==> config.mk <==
export PLATFORM = sky130hd
export DESIGN_NAME = alarm_ring_arbiter_flat
export DESIGN_NICKNAME = d
export VERILOG_FILES = /design/src/rtl/alarm_ring_arbiter_if.sv /design/src/rtl/alarm_ring_arbiter.sv /design/src/flat_wrapper.sv
export SDC_FILE = /design/constraint.sdc
export NUM_CORES = 1
export LEC_CHECK = 0
export ABC_CLOCK_PERIOD_IN_PS = 2400
export CORE_MARGIN = 8
export CORE_UTILIZATION = 51
export DETAILED_ROUTE_END_ITERATION = 8
export GPL_TIMING_DRIVEN = 0
export PLACE_DENSITY = 0.72
export SKIP_LAST_GASP = 1
export SLEW_MARGIN = 20
export SYNTH_ARGS = -nofsm -noshare
export SYNTH_HDL_FRONTEND = slang
export SYNTH_SLANG_ARGS = --single-unit
==> constraint.sdc <==
create_clock -name clk_i -period 2.4 [get_ports clk_i]
set_input_delay 0.48 -clock clk_i [delete_from_list [all_inputs] [get_ports clk_i]]
set_output_delay 0.48 -clock clk_i [all_outputs]
set_load 0.005 [all_outputs]
==> src/rtl/alarm_ring_arbiter_if.sv <==
// Handshake bundle between the alarm_clock requesters / user strobes and the ring arbiter.
// The slave modport is the arbiter side; the master modport is the requester/user side.
interface alarm_ring_arbiter_if #(
  parameter int unsigned ALARMS_CNT = 7
);
  localparam int unsigned IdxW = (ALARMS_CNT > 1) ? $clog2(ALARMS_CNT) : 1;

  logic [ALARMS_CNT-1:0] alarm_i;
  logic                  off_stb_i;
  logic                  snooze_stb_i;
  logic [ALARMS_CNT-1:0] alarm_off_stb_o;
  logic [ALARMS_CNT-1:0] alarm_snz_stb_o;
  logic [IdxW-1:0]       active_idx_o;
  logic                  active_vld_o;
  logic                  buzzer_o;
  logic [1:0]            show_mode_o;

  modport master (
    output alarm_i, off_stb_i, snooze_stb_i,
    input  alarm_off_stb_o, alarm_snz_stb_o, active_idx_o, active_vld_o, buzzer_o, show_mode_o
  );

  modport slave (
    input  alarm_i, off_stb_i, snooze_stb_i,
    output alarm_off_stb_o, alarm_snz_stb_o, active_idx_o, active_vld_o, buzzer_o, show_mode_o
  );
endinterface

==> src/rtl/alarm_ring_arbiter.sv <==
// Grants one ringing alarm at a time, drives the buzzer beep and the vga_mux screen select.
// Define ALARM_ARB_ROUND_ROBIN_EN for round-robin winner selection (default: lowest index wins).
module alarm_ring_arbiter #(
  parameter int unsigned ALARMS_CNT       = 7,
  parameter int unsigned BEEP_HALF_CYCLES = 12_500_000,
  parameter int unsigned GUARD_CYCLES     = 1024,
  parameter int unsigned TIME_MODE        = 1,
  parameter int unsigned ALARM_MODE       = 2
) (
  input logic                 clk_i,
  input logic                 rst_i,
  alarm_ring_arbiter_if.slave bus
);

  localparam int unsigned IdxW   = (ALARMS_CNT > 1) ? $clog2(ALARMS_CNT) : 1;
  localparam int unsigned BeepW  = (BEEP_HALF_CYCLES > 1) ? $clog2(BEEP_HALF_CYCLES) : 1;
  localparam int unsigned GuardW = (GUARD_CYCLES > 1) ? $clog2(GUARD_CYCLES) : 1;

  typedef enum logic [1:0] {StIdle, StRing, StGuard} state_e;

  state_e                state_q, state_d;
  logic [IdxW-1:0]       idx_q, idx_d;
  logic                  vld_q, vld_d;
  logic                  buz_q, buz_d;
  logic [1:0]            mode_q, mode_d;
  logic [BeepW-1:0]      beep_q, beep_d;
  logic [GuardW-1:0]     guard_q, guard_d;
  logic [ALARMS_CNT-1:0] off_q, off_d;
  logic [ALARMS_CNT-1:0] snz_q, snz_d;
  logic [IdxW-1:0]       win_idx;

`ifdef ALARM_ARB_ROUND_ROBIN_EN
  logic [IdxW-1:0] rr_q, rr_d;

  // Descending scan so the set bit closest above the pointer is the last (winning) assignment.
  always_comb begin
    int unsigned j;
    j       = 0;
    win_idx = '0;
    for (int k = int'(ALARMS_CNT) - 1; k >= 0; k--) begin
      j = int'(rr_q) + k;
      if (j >= ALARMS_CNT) j = j - ALARMS_CNT;
      if (bus.alarm_i[j]) win_idx = IdxW'(j);
    end
  end
`else
  always_comb begin
    win_idx = '0;
    for (int k = int'(ALARMS_CNT) - 1; k >= 0; k--) begin
      if (bus.alarm_i[k]) win_idx = IdxW'(k);
    end
  end
`endif

  always_comb begin
    state_d = state_q;
    idx_d   = idx_q;
    vld_d   = vld_q;
    buz_d   = buz_q;
    mode_d  = mode_q;
    beep_d  = beep_q;
    guard_d = guard_q;
    off_d   = '0;
    snz_d   = '0;
`ifdef ALARM_ARB_ROUND_ROBIN_EN
    rr_d    = rr_q;
`endif
    unique case (state_q)
      StIdle: begin
        if (|bus.alarm_i) begin
          state_d = StRing;
          idx_d   = win_idx;
          vld_d   = 1'b1;
          buz_d   = 1'b1;
          mode_d  = 2'(ALARM_MODE);
          beep_d  = '0;
`ifdef ALARM_ARB_ROUND_ROBIN_EN
          rr_d    = (int'(win_idx) == int'(ALARMS_CNT) - 1) ? '0 : win_idx + IdxW'(1);
`endif
        end
      end
      StRing: begin
        if (bus.off_stb_i || bus.snooze_stb_i || !bus.alarm_i[idx_q]) begin
          // Off outranks snooze; a self-timed-out alarm leaves without any strobe.
          if (bus.off_stb_i) off_d[idx_q] = 1'b1;
          else if (bus.snooze_stb_i) snz_d[idx_q] = 1'b1;
          state_d = StGuard;
          vld_d   = 1'b0;
          buz_d   = 1'b0;
          mode_d  = 2'(TIME_MODE);
          guard_d = '0;
        end else if (beep_q == BeepW'(BEEP_HALF_CYCLES - 1)) begin
          beep_d = '0;
          buz_d  = ~buz_q;
        end else begin
          beep_d = beep_q + BeepW'(1);
        end
      end
      StGuard: begin
        if (guard_q == GuardW'(GUARD_CYCLES - 1)) begin
          state_d = StIdle;
          guard_d = '0;
        end else begin
          guard_d = guard_q + GuardW'(1);
        end
      end
      default: state_d = StIdle;
    endcase
  end

  always_ff @(posedge clk_i or posedge rst_i) begin
    if (rst_i) begin
      state_q <= StIdle;
      idx_q   <= '0;
      vld_q   <= 1'b0;
      buz_q   <= 1'b0;
      mode_q  <= 2'(TIME_MODE);
      beep_q  <= '0;
      guard_q <= '0;
      off_q   <= '0;
      snz_q   <= '0;
    end else begin
      state_q <= state_d;
      idx_q   <= idx_d;
      vld_q   <= vld_d;
      buz_q   <= buz_d;
      mode_q  <= mode_d;
      beep_q  <= beep_d;
      guard_q <= guard_d;
      off_q   <= off_d;
      snz_q   <= snz_d;
    end
  end

`ifdef ALARM_ARB_ROUND_ROBIN_EN
  always_ff @(posedge clk_i or posedge rst_i) begin
    if (rst_i) rr_q <= '0;
    else       rr_q <= rr_d;
  end
`endif

  assign bus.alarm_off_stb_o = off_q;
  assign bus.alarm_snz_stb_o = snz_q;
  assign bus.active_idx_o    = idx_q;
  assign bus.active_vld_o    = vld_q;
  assign bus.buzzer_o        = buz_q;
  assign bus.show_mode_o     = mode_q;

endmodule

==> src/flat_wrapper.sv <==
// flat-port wrapper written by rule: the top's interface ports become plain ports
module alarm_ring_arbiter_flat 
#(
  parameter int unsigned ALARMS_CNT       = 7,
  parameter int unsigned BEEP_HALF_CYCLES = 12_500_000,
  parameter int unsigned GUARD_CYCLES     = 1024,
  parameter int unsigned TIME_MODE        = 1,
  parameter int unsigned ALARM_MODE       = 2
)
  (clk_i, rst_i, bus_alarm_i, bus_off_stb_i, bus_snooze_stb_i, bus_alarm_off_stb_o, bus_alarm_snz_stb_o, bus_active_idx_o, bus_active_vld_o, bus_buzzer_o, bus_show_mode_o);
  alarm_ring_arbiter_if #(.ALARMS_CNT(ALARMS_CNT)) bus_i ();
  input logic clk_i;
  input logic rst_i;
  input wire logic [$bits(bus_i.alarm_i)-1:0] bus_alarm_i;
  input wire logic [$bits(bus_i.off_stb_i)-1:0] bus_off_stb_i;
  input wire logic [$bits(bus_i.snooze_stb_i)-1:0] bus_snooze_stb_i;
  output wire logic [$bits(bus_i.alarm_off_stb_o)-1:0] bus_alarm_off_stb_o;
  output wire logic [$bits(bus_i.alarm_snz_stb_o)-1:0] bus_alarm_snz_stb_o;
  output wire logic [$bits(bus_i.active_idx_o)-1:0] bus_active_idx_o;
  output wire logic [$bits(bus_i.active_vld_o)-1:0] bus_active_vld_o;
  output wire logic [$bits(bus_i.buzzer_o)-1:0] bus_buzzer_o;
  output wire logic [$bits(bus_i.show_mode_o)-1:0] bus_show_mode_o;
  assign bus_i.alarm_i = bus_alarm_i;
  assign bus_i.off_stb_i = bus_off_stb_i;
  assign bus_i.snooze_stb_i = bus_snooze_stb_i;
  assign bus_alarm_off_stb_o = bus_i.alarm_off_stb_o;
  assign bus_alarm_snz_stb_o = bus_i.alarm_snz_stb_o;
  assign bus_active_idx_o = bus_i.active_idx_o;
  assign bus_active_vld_o = bus_i.active_vld_o;
  assign bus_buzzer_o = bus_i.buzzer_o;
  assign bus_show_mode_o = bus_i.show_mode_o;
  alarm_ring_arbiter #(.ALARMS_CNT(ALARMS_CNT), .BEEP_HALF_CYCLES(BEEP_HALF_CYCLES), .GUARD_CYCLES(GUARD_CYCLES), .TIME_MODE(TIME_MODE), .ALARM_MODE(ALARM_MODE)) u_core (.clk_i(clk_i), .rst_i(rst_i), .bus(bus_i));
endmodule
# ---- Word level (Yosys, flattened, before mapping)
# Index checks and enable logic that the tools add are counted.
dict set report totals {
  in_bits 11
  memories 0
  wordCells 75
  mem_bits_rw 0
  latch_bits 0
  output_inout_bits 21
  reg_bits 57
  mem_bits_ro 0
}
dict set report op_classes {
  bitwise_logic 1
  n_reduce_logical 14
  n_lt_le_gt_ge 2
  div_mod_pow 0
  muxes 38
  addsub 2
  n_mul 0
  eq_ne 9
  shifts 0
}
# cell n
set ops {}
lappend ops {{$mux 24} 3}
lappend ops {{$mux 7} 7}
lappend ops {{$pmux 24 s2} 1}
lappend ops {{$add 24x1->24 const B} 1}
lappend ops {{$eq 24x24->1 const B} 1}
lappend ops {{$mux 3} 7}
lappend ops {{$mux 10} 2}
lappend ops {{$pmux 10 s2} 1}
lappend ops {{$reduce_and 3->1} 4}
lappend ops {{$add 10x1->10 const B} 1}
lappend ops {{$eq 10x10->1 const B} 1}
lappend ops {{$mux 2} 5}
lappend ops {{$reduce_or 7->1} 1}
lappend ops {{$mux 1} 6}
lappend ops {{$ne 2x1->1 const B} 3}
lappend ops {{$pmux 2 s3} 1}
lappend ops {{$lt 3x4->1 const B} 1}
lappend ops {{$pmux 1 s2} 2}
lappend ops {{$pmux 2 s2} 1}
lappend ops {{$reduce_and 2->1} 2}
lappend ops {{$reduce_bool 2->1} 2}
lappend ops {{$bmux 1 s3} 1}
lappend ops {{$demux 1 s3} 1}
lappend ops {{$ge 3x1->1 const B} 1}
lappend ops {{9 further kinds} 10}

# ---- Logic depth before layout (Yosys ltp)
# Gate-level depths: netlist of the first run.
dict set report logic_depth {
  word_depth 8
  depth_mapped 8
  mapped_depth_nobuf 6
}

# ---- Worst setup path after synthesis of the first run
# Ideal clock, no wire load.
dict set report synth_timing {
  kind {flip-flop to flip-flop}
  start {register u_core.idx_q[1], in the netlist u_core.bus.active_idx_o[1]}
  end {register u_core.beep_q[3]}
  slack_ns 0.279
  setup_ns 0.069
  stages_incl_launch_ff 8
  t_required_ns 2.331
  path_buffers 2
  t_arrival_ns 2.052
  period_less_slack_ns 2.121
  cell_sequence {dfrtp_1 -> buf_4 -> mux2i_1 -> a221o_1 -> o41a_1 -> buf_4 -> or4_1 -> nand3_1}
}
dict set report synth_via {
  elab_chain_len 6
}
# item line_no
set synth_lines {}
lappend synth_lines {{from (decl)} alarm_ring_arbiter.sv:22} ;# logic [IdxW-1:0] idx_q, idx_d;
lappend synth_lines {{from (signal assigned)} alarm_ring_arbiter.sv:124} ;# idx_q <= idx_d;
lappend synth_lines {{$bmux 1 s3} alarm_ring_arbiter.sv:83} ;# if (bus.off_stb_i || bus.snooze_stb_i || !bus.alarm_i[idx_q]) begin
lappend synth_lines {{$mux 1 (not written as such)} alarm_ring_arbiter.sv:83}
lappend synth_lines {{$logic_not 1->1} alarm_ring_arbiter.sv:83}
lappend synth_lines {{$logic_or 1x1->1} alarm_ring_arbiter.sv:83}
lappend synth_lines {{$ne 2x2->1 (no line)} n/a}
lappend synth_lines {{$reduce_and 3->1 (no line)} n/a}
lappend synth_lines {{to (signal assigned)} alarm_ring_arbiter.sv:128} ;# beep_q <= beep_d;
lappend synth_lines {{to (decl)} alarm_ring_arbiter.sv:26} ;# logic [BeepW-1:0] beep_q, beep_d;
# Every way passes these cells. The select of a mux whose other input is x is not followed.
# A chain may end at the register's enable or synchronous reset.

# ---- Worst setup path in the final report of the first run
dict set report layout_timing {
  start {register u_core.beep_q[14]}
  end {register u_core.beep_q[0]}
}
dict set report layout_via {
  elab_chain_len 4
}
# item line_no
set layout_lines {}
lappend layout_lines {{$eq 24x24->1} alarm_ring_arbiter.sv:92} ;# end else if (beep_q == BeepW'(BEEP_HALF_CYCLES - 1)) begin
lappend layout_lines {{$mux 24} alarm_ring_arbiter.sv:92}
lappend layout_lines {{$mux 24} alarm_ring_arbiter.sv:83}
lappend layout_lines {{$pmux 24 s2} alarm_ring_arbiter.sv:68} ;# unique case (state_q)
# Every way passes these cells. The select of a mux whose other input is x is not followed.

==> out/metrics.cfg, run 1 <==
[outcome]
status=finished, final reports clean

[clock_tree]
cts_htree_levels=2
clock_path_buffers=2
cts_made_buffers=5
clock_latency_ns=0.31
cts_tree=built
cts_sinks=56
cts_root_buf=clkbuf_8
path_clk_slew_ns=0.10

[power]
peakVddDrop_mv=0.4210
leakage_nw=1.620
powerDensity_nw_per_um2=944.4

[timing]
slew_headroom_pct=54.12
timing.final.ws_setup_ns=0.05232
tightest_slew_ns=0.6809
rsz0062_at_grt=true
hold_viol=0
fmax_mhz=426.0
min_period_ns=2.348
post-route-period-util_pct=97.82
hold_ws_ns=0.4592
timing_max_transition_violations_final=0
finalSetupViolations=0
fin_skew_ns=0.008500

[synth]
synth_nets=319
synth.most_common_cell=dfrtp_1
synth_seq_cells=56
yosys_warnings=0
netlist.area_leader.share_pct=48.01
syn_area_um2=2866
synth_edf_count=0
synth_top_cells_by_area=dfrtp_1 48%, nand3_1 4.0%, a21o_1 3.9%, nor2_1 3.4%, nand2_1 3.1%
ys_types=44
postSynthCellCount=306
async_flop_share_pct=100.0
yosysTopAreaCell=dfrtp_1
syn_area_per_cell_um2=9.368
ys_top_cells_by_count=55 x dfrtp_1, 26 x nor2_1, 24 x nand2_1, 23 x nand3_1, 16 x nor3_1
dominantRegCellSynth=dfrtp_1
yosysSeqAreaShare_pct=48.93

[worst_setup_path]
end_kind=flop
cp.required_ns=2.60
path_class=reg -> reg
crit_arrival_ns=2.54
cp-start-kind=flop
reg2reg_slack_ns=0.05
path_max_fanout=10

[global_routing]
grt_overflow=0
grt_pass1_wl_um=11360
grtUsageTotal_pct=16.33
antenna_found_initial=0
grt_pass1_vias=2434
grt_max_degree=57

[routing]
wl_per_cell_um=16.03
drc=0
ant_nets=0
routed_wl_um=6765
vias_per_cell=5.955
drt-pass1-iter-count=4
drt_iter0_markers=132
num_vias=2513

[hold_path]
hold_class=in -> reg

[floorplan]
core_area_um2=5473
fp.dieH_um=90.97
start_util_pct=52.38
die_x_um=90.97
io_pins=32
dieArea_um2=8276
num_rows=27

[place]
dp_slack_ns=-0.5511
place.port_buffers=31
dp.cells=409
place_hpwl_um=4644
gp_congestion=0.8257

[final_layout]
nets=362
areaGrowthSynthToFinish_pct=22.57
drive_gt1_share_pct=10.57
final-instance-count-excl-fill=422
num_antenna_cells=0

[flow_run]
cap_violations=0

registers in the layout, summed over array words and instances, names as in the netlist:
name / cells
u_core.bus.show_mode_o: 2
u_core.beep_q: 24
u_core.bus.active_idx_o: 3
u_core.bus.alarm_snz_stb_o: 7
u_core.bus.alarm_off_stb_o: 7
u_core.state_q: 2
u_core.guard_q: 10
u_core.bus.buzzer_o: 1
layer usage:
metal / up-vias / track usage (%) / part of all wire [%]
met5: - / 0 / 0
met4: 0 / 5.593 / 0.68
met3: 4 / 4.280 / 5.9
met2: 79 / 26.84 / 49
met1: 1220 / 20.34 / 45
li1: 1210 / - / -
repair_timing:
action	in CTS	in global routing
pin swaps	1	3
setup buffers	1	4
endpoints found under the setup margin	28	29
gates resized for setup	7	15
hold buffers	0	0
logic make-up after synthesis:
| group | share of synthesized area (%) |
|---|---|
| AO/OA/AOI/OAI | 16.06 |
| adder cells (fa/ha/maj) | 0.8728 |
| buffers and inverters | 3.797 |
| flip-flops | 48.93 |
| multiplexers | 2.837 |
| AND/OR/NAND/NOR | 27.50 |
worst paths after layout:
check                                     startpoint                    endpoint  cells past startpoint
max in group asynchronous                      rst_i           u_core.beep_q[14]                      2
max reg2reg                        u_core.beep_q[14]            u_core.beep_q[0]                      6
min in group asynchronous                      rst_i           u_core.beep_q[18]                      2
min                                   bus_alarm_i[1]  u_core.bus.active_idx_o[1]                      2
min reg2reg                u_core.bus.show_mode_o[0]   u_core.bus.show_mode_o[0]                      2
max                                u_core.beep_q[14]            u_core.beep_q[0]                      6
through the flow:
stage	total power, mW	instance area (µm²)	util (%)	TNS [ns]
2_1_floorplan	2.058	2867	-	0
3_3_place_gp	2.482	3267	59.69	-43.13
3_5_place_dp	2.522	3269	59.74	-14.94
4_1_cts	3.296	3443	62.92	-0.03504
5_1_grt	3.538	3513	64.20	-0.09428
6_report	3.318	3513	64.20	0
worst max-delay path, cell delays in order (launching register included):
cell and delay (ns):
dfrtp_2 0.47, or4b_2 0.69, nor4_4 0.32, a21o_1 0.19
clkbuf_4 0.19, nor2_1 0.10, mux2_2 0.27
layout make-up:
class,instances,area [µm²]
clock buffers,6,72.57
clock inverters,2,60.06
multi-input cells,227,1398
flip-flops and latches,56,1404
repair buffers,36,360.3
plain buffers,13,88.84
well taps,72,90.09
inverters,10,40.04
fillers,476,1959
where the power goes:
part           switching, mW  internal [mW]
logic                  0.807          0.574
registers              0.130           1.08
clock network          0.306          0.417
total                   1.24           2.07
cells in the final DEF, fill, tap and decap left out, types with 3 or more instances in the layout:
master / n
clkbuf_8: 5
or3_1: 8
dfrtp_1: 54
o21a_1: 3
dlymetal6s2s_1: 5
nand4_1: 8
mux2i_1: 7
nor4_1: 7
or4_1: 6
nand2b_1: 4
a21oi_1: 14
nand2_1: 24
buf_4: 10
a22o_1: 4
nor3_1: 16
inv_1: 8
nor2_1: 25
clkbuf_4: 3
a21o_1: 15
and3_1: 11
clkbuf_1: 3
clkdlybuf4s50_1: 26
nor2b_1: 4
a211o_1: 4
o21ai_0: 14
nand3_1: 23
Power figures use the tool's default switching activity.
==> run 2: changes to the inputs <==
--- a/config.mk
+++ b/config.mk
@@ -5,7 +5,7 @@
 export SDC_FILE = /design/constraint.sdc
 export NUM_CORES = 1
 export LEC_CHECK = 0
-export ABC_CLOCK_PERIOD_IN_PS = 2400
+export ABC_CLOCK_PERIOD_IN_PS = 2700
 export CORE_MARGIN = 8
 export CORE_UTILIZATION = 51
 export DETAILED_ROUTE_END_ITERATION = 8
==> constraint.sdc (replaced) <==
create_clock -name clk_i -period 2.7 [get_ports clk_i]
set_input_delay 0.54 -clock clk_i [delete_from_list [all_inputs] [get_ports clk_i]]
set_output_delay 0.54 -clock clk_i [all_outputs]
set_load 0.005 [all_outputs]
==> run 2 against run 1 <==
Final cell count is 0.47% lower. Count of clock-buffer cells in the layout stayed put. First-iteration DRC count is 3.0% higher. Clock skew hardly changed. Global-route usage hardly changed. Hold slack better by 0.0013 ns. Highest routed layer unchanged.
==> out/metrics.cfg, run 2 (synthesized netlist as in run 1, its figures left out) <==
[outcome]
status=finished, final reports clean

[clock_tree]
cts_root_buf=clkbuf_8
cts_sinks=56
path_clk_slew_ns=0.10
cts_tree=built
clock_latency_ns=0.31
cts_htree_levels=2
clock_path_buffers=2
hold_buffers=0
cts_made_buffers=5

[worst_setup_path]
end_kind=flop
r2r_start=u_core.beep_q[14]
path_class=in -> reg
cp-start-kind=primary input
crit_end=u_core.beep_q[6]
critPathLaunch=bus_alarm_i[0]
crit_arrival_ns=2.77
path_max_fanout=10
crit_chain=clkdlybuf4s50_1, or4_4, o21ai_4, o41a_1, buf_4, clkbuf_4, nor2_1, a211oi_1
cp.required_ns=2.92
slowest_delay_ns=0.60
reg2reg_slack_ns=0.19
regToRegEndpoint=u_core.beep_q[6]
slowest_stage=or4_4
reg2regPathDepth=6

[global_routing]
grt_pass1_wl_um=11340
grt_pass1_vias=2444
grtUsageTotal_pct=16.30
antenna_found_initial=0
grt_overflow=0
grt_max_degree=57

[floorplan]
core_area_um2=5473
num_rows=27
fp.dieH_um=90.97
dieArea_um2=8276
io_pins=32
start_util_pct=52.38
die_x_um=90.97

[flow_run]
cap_violations=0

[hold_path]
hold_class=reg -> reg
min_from=u_core.bus.show_mode_o[0]

[power]
leakage_nw=1.540
peakVddDrop_mv=0.3759
powerDensity_nw_per_um2=852.3
pwr-share-comb_pct=41.2
intPower_mw=1.837
clkPwrFrac_pct=22.1
seq_power_share_pct=36.7
sw_frac_of_total_pct=37.49
p_switching_mw=1.102

[timing]
setup-tns-final_ns=0
timing_max_transition_violations_final=0
hold_viol=0
min_period_ns=2.544
tightest_slew_ns=0.7720
fin_skew_ns=0.008009
fmax_mhz=393.1
post-route-period-util_pct=94.22
timing.final.ws_setup_ns=0.1560
slew_headroom_pct=48.06
finalSetupViolations=0

[final_layout]
largest_register_ffs=24
num_antenna_cells=0
final_common_cell=dfrtp_1
drive_gt1_share_pct=8.333
fillerInstances=479
regMostFlops=u_core.beep_q
nets=360
seqCellArea_um2=1403
final-instance-count-excl-fill=420
top_regs=u_core.beep_q (24), u_core.guard_q (10)
multi_input_area_um2=1371
areaGrowthSynthToFinish_pct=20.30
layout_common_cells=55 x dfrtp_1, 31 x clkdlybuf4s50_1, 26 x nor2_1, 24 x nand2_1, 23 x nand3_1

[routing]
num_vias=2471
drt_iter0_markers=136
wl_per_cell_um=15.89
drt-pass1-iter-count=4
routed_wl_um=6673
drc=0
ant_nets=0
vias_per_cell=5.883

[place]
dp.cells=409
place_hpwl_um=4644
place.port_buffers=31
gp_congestion=0.8257
dp_slack_ns=-0.3111

[run 2: worst min-delay path by stage]
stage	end	slack, ns	depth (start not counted)
global route	u_core.bus.show_mode_o[0]	0.49	2
finish	u_core.bus.show_mode_o[0]	0.46	2
CTS	u_core.bus.show_mode_o[0]	0.46	2
floorplan	u_core.bus.show_mode_o[0]	0.45	2
global placement	u_core.bus.show_mode_o[0]	0.45	2
detailed placement	u_core.bus.show_mode_o[0]	0.45	2
[run 2: per-stage QoR]
step           total power, mW  cell area [µm²]  hold slack, ns  util (%)
3_3_place_gp             2.206             3267          0.4474     59.69
2_1_floorplan            1.830             2867          0.4482         -
3_5_place_dp             2.241             3269          0.4484     59.74
5_1_grt                  3.130             3448          0.4901     63.01
6_report                 2.939             3448          0.4605     63.01
4_1_cts                  2.894             3410          0.4648     62.30
[run 2: power groups by stage]
stage / clock network, mW / logic (mW) / registers [mW]
after floorplan: 0 / 0.757 / 1.07
after global placement: 0 / 1.12 / 1.09
after detailed placement: 0 / 1.15 / 1.09
after CTS: 0.659 / 1.16 / 1.08
after global routing: 0.686 / 1.35 / 1.10
final: 0.649 / 1.21 / 1.08
[run 2: routing by layer]
layer  routed length [µm]  track usage (%)  vias to the layer above
li1                     -                -                     1207
met1                 3093            19.88                     1200
met2                 3173            27.39                       55
met3                  299            4.115                        9
met4                  106            5.593                        0
met5                    0                0                        -
[run 2: layout make-up]
class                   count  area share (%)
clock buffers               6           2.104
plain buffers              13           2.286
flip-flops and latches     56           40.67
inverters                  10           1.161
multi-input cells         227           39.77
well taps                  72           2.612
clock inverters             2           1.742
repair buffers             34           9.652
[run 2: what timing repair did]
item                       4_1_cts  5_1_grt
resized for setup                1        5
pin swaps                        0        1
setup endpoints to repair        1       17
setup buffers                    0        3
[run 2: critical path, delay by kind of cell]
family	cells	cell delay, ns
buffers and inverters	3	0.87
and+or+nand+nor	2	0.71
AOI/OAI and AO/OA	3	0.64
